===== config.mk =====
export PLATFORM = sky130hd
export DESIGN_NAME = pipeline_ctrl
export DESIGN_NICKNAME = d
export VERILOG_FILES = /design/src/rtl/pipeline_ctrl.sv
export SDC_FILE = /design/constraint.sdc
export NUM_CORES = 1
export LEC_CHECK = 0
export BUFFER_PORTS_ARGS = -buffer_cell sky130_fd_sc_hd__buf_2
export CAP_MARGIN = 0
export CORE_MARGIN = 3
export CORE_UTILIZATION = 54
export CTS_CLUSTER_DIAMETER = 80
export DETAILED_ROUTE_END_ITERATION = 7
export PLACE_DENSITY = 0.76
export SYNTH_ARGS = -nofsm -noshare
export SYNTH_HDL_FRONTEND = slang
export SYNTH_SLANG_ARGS = --single-unit
export TNS_END_PERCENT = 50

===== constraint.sdc =====
create_clock -name clk -period 2.8 [get_ports clk]
set_input_delay 0.56 -clock clk [delete_from_list [all_inputs] [get_ports clk]]
set_output_delay 0.56 -clock clk [all_outputs]
set_load 0.01 [all_outputs]

===== src/rtl/pipeline_ctrl.sv =====
// pipeline_ctrl
// Central sequencer for the 5-stage RISC-V datapath (IF, ID, EX, MEM, WB).
// It tracks the destination and type of the instruction held in EX, MEM and WB.
// From that it generates the per-stage register enables, bubbles and flushes,
// the PC increment/load, the EX operand forwarding selects, the data-memory
// request and a WB register-file write enable that fires once per instruction.
//
// Ports
//   clk, rst                   clock, synchronous active-high reset
//   id_valid .. id_is_store    decoded instruction currently in ID
//   branch_taken               branch in EX resolved taken
//   dmem_ready                 data memory completes its access this cycle
//   pc_inc, pc_load            sequential advance / branch-target load of the PC
//   if_id_en, if_id_flush      IF/ID write enable, IF/ID loads an invalid slot
//   id_ex_en, id_ex_bubble     ID/EX write enable, ID/EX loads a bubble
//   ex_mem_en, mem_wb_en       later pipeline register enables
//   fwd_a_sel, fwd_b_sel       EX operand source: 00 regfile, 01 EX/MEM, 10 MEM/WB
//   dmem_req                   data memory access request
//   wb_reg_wr                  register file write enable for the WB instruction
//   mem_fault                  sticky flag: memory access exceeded MEM_TIMEOUT
//   stall_count                saturating count of cycles without PC progress
module pipeline_ctrl #(
    parameter int REG_ADDR_W  = 5,
    parameter int MEM_TIMEOUT = 15,
    parameter int STALL_CNT_W = 16
) (
    input  logic                   clk,
    input  logic                   rst,
    input  logic                   id_valid,
    input  logic [REG_ADDR_W-1:0]  id_rs1_addr,
    input  logic [REG_ADDR_W-1:0]  id_rs2_addr,
    input  logic                   id_uses_rs1,
    input  logic                   id_uses_rs2,
    input  logic [REG_ADDR_W-1:0]  id_rd_addr,
    input  logic                   id_reg_wr,
    input  logic                   id_is_load,
    input  logic                   id_is_store,
    input  logic                   branch_taken,
    input  logic                   dmem_ready,
    output logic                   pc_inc,
    output logic                   pc_load,
    output logic                   if_id_en,
    output logic                   if_id_flush,
    output logic                   id_ex_en,
    output logic                   id_ex_bubble,
    output logic                   ex_mem_en,
    output logic                   mem_wb_en,
    output logic [1:0]             fwd_a_sel,
    output logic [1:0]             fwd_b_sel,
    output logic                   dmem_req,
    output logic                   wb_reg_wr,
    output logic                   mem_fault,
    output logic [STALL_CNT_W-1:0] stall_count
);

    localparam int WAIT_W = $clog2(MEM_TIMEOUT + 1);

    typedef enum logic [1:0] {RUN, MEM_WAIT, HALT} state_t;

    typedef struct packed {
        logic                  valid;
        logic [REG_ADDR_W-1:0] rd;
        logic                  reg_wr;
        logic                  load;
        logic                  store;
    } stage_t;

    state_t                state, state_nx;
    logic [WAIT_W-1:0]     wait_cnt, wait_nx;
    logic                  fault_set;

    stage_t                ex_rec, mem_rec;
    logic [REG_ADDR_W-1:0] ex_rs1, ex_rs2;
    logic                  wb_valid, wb_wr;
    logic [REG_ADDR_W-1:0] wb_rd;
    logic                  wb_written;

    logic                  mem_access, load_use, br;

    // A stage "hits" register x when it holds a live write to x; x0 never counts.
    function automatic logic hit(input logic [REG_ADDR_W-1:0] x,
                                 input logic v, input logic w,
                                 input logic [REG_ADDR_W-1:0] rd);
        return v && w && (rd != '0) && (rd == x);
    endfunction

    assign mem_access = mem_rec.valid && (mem_rec.load || mem_rec.store);
    assign br         = branch_taken && ex_rec.valid;
    assign load_use   = id_valid && ex_rec.valid && ex_rec.load &&
                        ((id_uses_rs1 && hit(id_rs1_addr, ex_rec.valid, ex_rec.reg_wr, ex_rec.rd)) ||
                         (id_uses_rs2 && hit(id_rs2_addr, ex_rec.valid, ex_rec.reg_wr, ex_rec.rd)));

    // Sequencing decisions. A memory access that is not ready freezes the whole
    // pipe; otherwise a taken branch beats a load-use stall, which beats a
    // normal advance. A cycle in which a waiting access completes is handled
    // exactly like an ordinary RUN cycle.
    always_comb begin
        pc_inc       = 1'b0;
        pc_load      = 1'b0;
        if_id_en     = 1'b0;
        if_id_flush  = 1'b0;
        id_ex_en     = 1'b0;
        id_ex_bubble = 1'b0;
        ex_mem_en    = 1'b0;
        mem_wb_en    = 1'b0;
        dmem_req     = 1'b0;
        state_nx     = state;
        wait_nx      = wait_cnt;
        fault_set    = 1'b0;
        if (!rst) begin
            case (state)
                RUN, MEM_WAIT: begin
                    dmem_req = mem_access;
                    if (mem_access && !dmem_ready) begin
                        if (state == RUN) begin
                            state_nx = MEM_WAIT;
                            wait_nx  = WAIT_W'(1);
                        end else if (wait_cnt >= WAIT_W'(MEM_TIMEOUT - 1)) begin
                            fault_set = 1'b1;
                            state_nx  = HALT;
                        end else begin
                            wait_nx = wait_cnt + 1'b1;
                        end
                    end else begin
                        state_nx  = RUN;
                        wait_nx   = '0;
                        ex_mem_en = 1'b1;
                        mem_wb_en = 1'b1;
                        id_ex_en  = 1'b1;
                        if (br) begin
                            pc_load      = 1'b1;
                            if_id_en     = 1'b1;
                            if_id_flush  = 1'b1;
                            id_ex_bubble = 1'b1;
                        end else if (load_use) begin
                            id_ex_bubble = 1'b1;
                        end else begin
                            pc_inc   = 1'b1;
                            if_id_en = 1'b1;
                        end
                    end
                end
                HALT: begin
                    state_nx = HALT;
                end
                default: begin
                    state_nx = RUN;
                    wait_nx  = '0;
                end
            endcase
        end
    end

    // Operand forwarding for EX. The younger MEM result wins over WB, but a load
    // in MEM has no data yet, so it only forwards once it reaches WB.
    always_comb begin
        fwd_a_sel = 2'b00;
        fwd_b_sel = 2'b00;
        if (!rst) begin
            if (hit(ex_rs1, mem_rec.valid, mem_rec.reg_wr, mem_rec.rd) && !mem_rec.load)
                fwd_a_sel = 2'b01;
            else if (hit(ex_rs1, wb_valid, wb_wr, wb_rd))
                fwd_a_sel = 2'b10;
            if (hit(ex_rs2, mem_rec.valid, mem_rec.reg_wr, mem_rec.rd) && !mem_rec.load)
                fwd_b_sel = 2'b01;
            else if (hit(ex_rs2, wb_valid, wb_wr, wb_rd))
                fwd_b_sel = 2'b10;
        end
    end

    // wb_written suppresses repeated writes while the WB slot is frozen.
    assign wb_reg_wr = !rst && wb_valid && wb_wr && (wb_rd != '0) && !wb_written;

    // Controller state, timeout flag and the stall performance counter.
    always_ff @(posedge clk) begin
        if (rst) begin
            state       <= RUN;
            wait_cnt    <= '0;
            mem_fault   <= 1'b0;
            stall_count <= '0;
        end else begin
            state    <= state_nx;
            wait_cnt <= wait_nx;
            if (fault_set)
                mem_fault <= 1'b1;
            if (!pc_inc && !pc_load && (stall_count != '1))
                stall_count <= stall_count + 1'b1;
        end
    end

    // Stage records follow their pipeline register enables; a bubble is an
    // all-zero record so it can neither hit nor be hit by forwarding.
    always_ff @(posedge clk) begin
        if (rst) begin
            ex_rec     <= '0;
            ex_rs1     <= '0;
            ex_rs2     <= '0;
            mem_rec    <= '0;
            wb_valid   <= 1'b0;
            wb_wr      <= 1'b0;
            wb_rd      <= '0;
            wb_written <= 1'b0;
        end else begin
            if (id_ex_en) begin
                if (id_ex_bubble) begin
                    ex_rec <= '0;
                    ex_rs1 <= '0;
                    ex_rs2 <= '0;
                end else begin
                    ex_rec <= '{valid: id_valid, rd: id_rd_addr, reg_wr: id_reg_wr,
                                load: id_is_load, store: id_is_store};
                    ex_rs1 <= id_rs1_addr;
                    ex_rs2 <= id_rs2_addr;
                end
            end
            if (ex_mem_en)
                mem_rec <= ex_rec;
            if (mem_wb_en) begin
                wb_valid   <= mem_rec.valid;
                wb_wr      <= mem_rec.reg_wr;
                wb_rd      <= mem_rec.rd;
                wb_written <= 1'b0;
            end else if (wb_reg_wr) begin
                wb_written <= 1'b1;
            end
        end
    end

endmodule


==> impl_metrics.ini <==
[run_status]
status = complete, no violations

[layout]
antenna-diode-count = 0
stdcell_area_um2 = 3140
postLayoutCoreUtil_pct = 66.1
areaGrowthSynthToFinish_pct = 17.2
nets = 368
drive_above_1_share_pct = 22.3
final_cells = 412

[hold_path]
min_path_type = in2reg
min_path_cells = 2

[clock_tree]
clock-sinks = 59
clk_pin_slew_ps = 60
h-tree-depth = 3
cts_setup_buffers = 0
cts_buffer_depth = 2
cts_resized = 0
cts_buffers = 9
holdBufCountCts = 0
cts_root_buffer = clkbuf_8
insertion_delay_ps = 340
cts_tree = yes

[placed_design]
dpl-instance-area_um2 = 2990
dp.cells = 396
dpl.hpwl_um = 4420
io_buffer_count = 55
gp_congestion = 0.888
dp_slack_ps = 394

[sta]
fin_skew_ps = 7.24
setup_viol = 0
worst_pin_slew_ps = 624
finalMaxSlewViolations = 0
slew_headroom_pct = 58.3
fin_crit_ps = 2560
worst_slack_ps = 236
rsz0062_at_grt = no
setup_tns_ps = 0
max_freq_mhz = 390
finalCritPeriodShare_pct = 91.6
hold_violations = 0

[global_routing]
grt_pass1_vias = 2160
track_usage_pct = 22.5
grt_overflow_total = 0
grt_start_max_net_pins = 29
antenna_found_initial = 0
grt_pass1_wl_um = 10300

[floorplan]
die_x_um = 76.5
coreArea_um2 = 4750
ios = 56
start_util_pct = 56.4
die_y_um = 76.5
num_rows = 25
die_area_um2 = 5840

[yosys]
synth_flop_cell = dfxtp_1
synth_fa_ha_area_share_pct = 1.40
synthSimpleGateAreaFrac_pct = 16.5
ys_ff_latch = 59
synthMuxAreaShare_pct = 0.373
netlist_area_um2 = 2680
synth.distinct_cells = 43
synth-compound-area-share_pct = 22.7
synth_warnings = 0
yosysSeqAreaShare_pct = 44.1
synth_top_family_by_area = compound AO/OA/AOI/OAI gates
avgSynthCellArea_um2 = 9.44
synth_edf_count = 0
synth-async-reset-ratio_pct = 0
synth-xor-area-share_pct = 10.5
syn_nets = 312
syn_inst = 284

[critical_path]
crit_required_ps = 2240
path_max_fanout = 5
endpoint_kind = output pin
critPathLaunchType = register
crit_arrival_ps = 2000
critPathKind = reg2out
reg2reg_depth = 7

[detailed_routing]
vias = 2358
wl_um = 6180
drc_errors = 0
first_pass_iters = 4
ant_nets = 0
post_drt_wl_per_cell_um = 15.0
via_per_inst = 5.72
drtIter0Drc = 193

[power]
p_per_area_nw_per_um2 = 537
p_leak_uw = 0.00129
vdd_drop_max_uv = 373

[flow_run]
cap_violations = 0
==> cells by family (layout without fill, tap and decap cells) <==
logic type                 Yosys count  in the layout
buffers and inverters               22             83
xor gates and xnor gates            32             32
DFF                                 59             59
AOI/OAI and AO/OA                   83             83
adders and majority gates            3              3
and+or+nand+nor                     84             84
muxes                                1              1
==> sequential cells by signal, summed over array words and instances (netlist names) <==
register / count
wb_wr: 1
mem_fault: 1
state: 2
ex_rs2: 5
mem_rec: 9
wb_written: 1
stall_count: 16
wait_cnt: 4
ex_rec: 9
ex_rs1: 5
wb_valid: 1
wb_rd: 5
==> placed cells by master (no fill, tap or decap), types with 12 or more instances in the layout <==
cell     netlist  layout
xnor2_1       21      21
nor2_1        17      16
dfxtp_1       59      59
buf_2          1      55
o21ai_1       12      12
nand2_1       16      16
a22o_1        35      35
a21oi_1       18      18
==> critical path, stage by stage (launching register included) <==
cell and delay (ps):
dfxtp_1 360, or4_1 520, nor2_1 110, nor3_1 70, nand4_1 90, nor3_1 50
nor4_1 290, buf_2 180
==> layout make-up <==
cell class              count  area (um^2)
flip-flops and latches     59         1180
inverters                   7         26.3
clock buffers              13          139
fillers                   420         1610
well taps                  67         83.8
clock inverters             3         15.0
multi-input cells         203         1380
repair buffers             60          313
==> power breakdown <==
group	switching, uW	total [uW]	internal (uW)
clock	313	631	317
sequential	38.7	907	868
combinational	72.2	148	76.1
total	424	1690	1260
==> metal layers <==
layer | GRT usage (%) | wire length, um | up-vias
met2 | 34.8 | 2910 | 65
met1 | 27.3 | 2780 | 1106
met5 | 0 | 0 | -
met3 | 6.86 | 311 | 15
li1 | - | - | 1172
met4 | 13.6 | 172 | 0
==> cell usage after synthesis (2+ instances only) <==
cell type	n	area share, %
dfxtp_1	59	44
a22o_1	35	11
xnor2_1	21	6.9
a21oi_1	18	3.4
nor2_1	17	2.4
nand2_1	16	2.2
o21ai_1	12	2.2
nand4_1	11	2.6
or3_1	11	2.6
xor2_1	11	3.6
clkbuf_1	9	1.3
nor3_1	8	1.5
inv_1	6	0.84
or4_1	5	1.4
nand3_1	4	0.75
a31oi_1	3	0.70
buf_4	3	0.84
ha_1	3	1.4
nor4_1	3	0.70
o31ai_1	3	0.84
a211oi_1	2	0.56
and3_1	2	0.47
o21ai_0	2	0.37
==> per-stage QoR <==
step / hold slack (ps) / power [uW]
after floorplan: 441 / 1020
after global placement: 449 / 1070
after detailed placement: 464 / 1070
after CTS: 417 / 1700
after global routing: 417 / 1770
final: 435 / 1690
==> final timing paths <==
path / slack [ps] / end / from
worst max-delay path: 240 / fwd_a_sel[1] / mem_rec[3]
worst min-delay path: 430 / ex_rec[6] / id_rd_addr[3]
worst max register to register: 370 / stall_count[1] / stall_count[0]
worst min register to register: 480 / wb_written / wb_written
(Power assumes the default switching activity.)
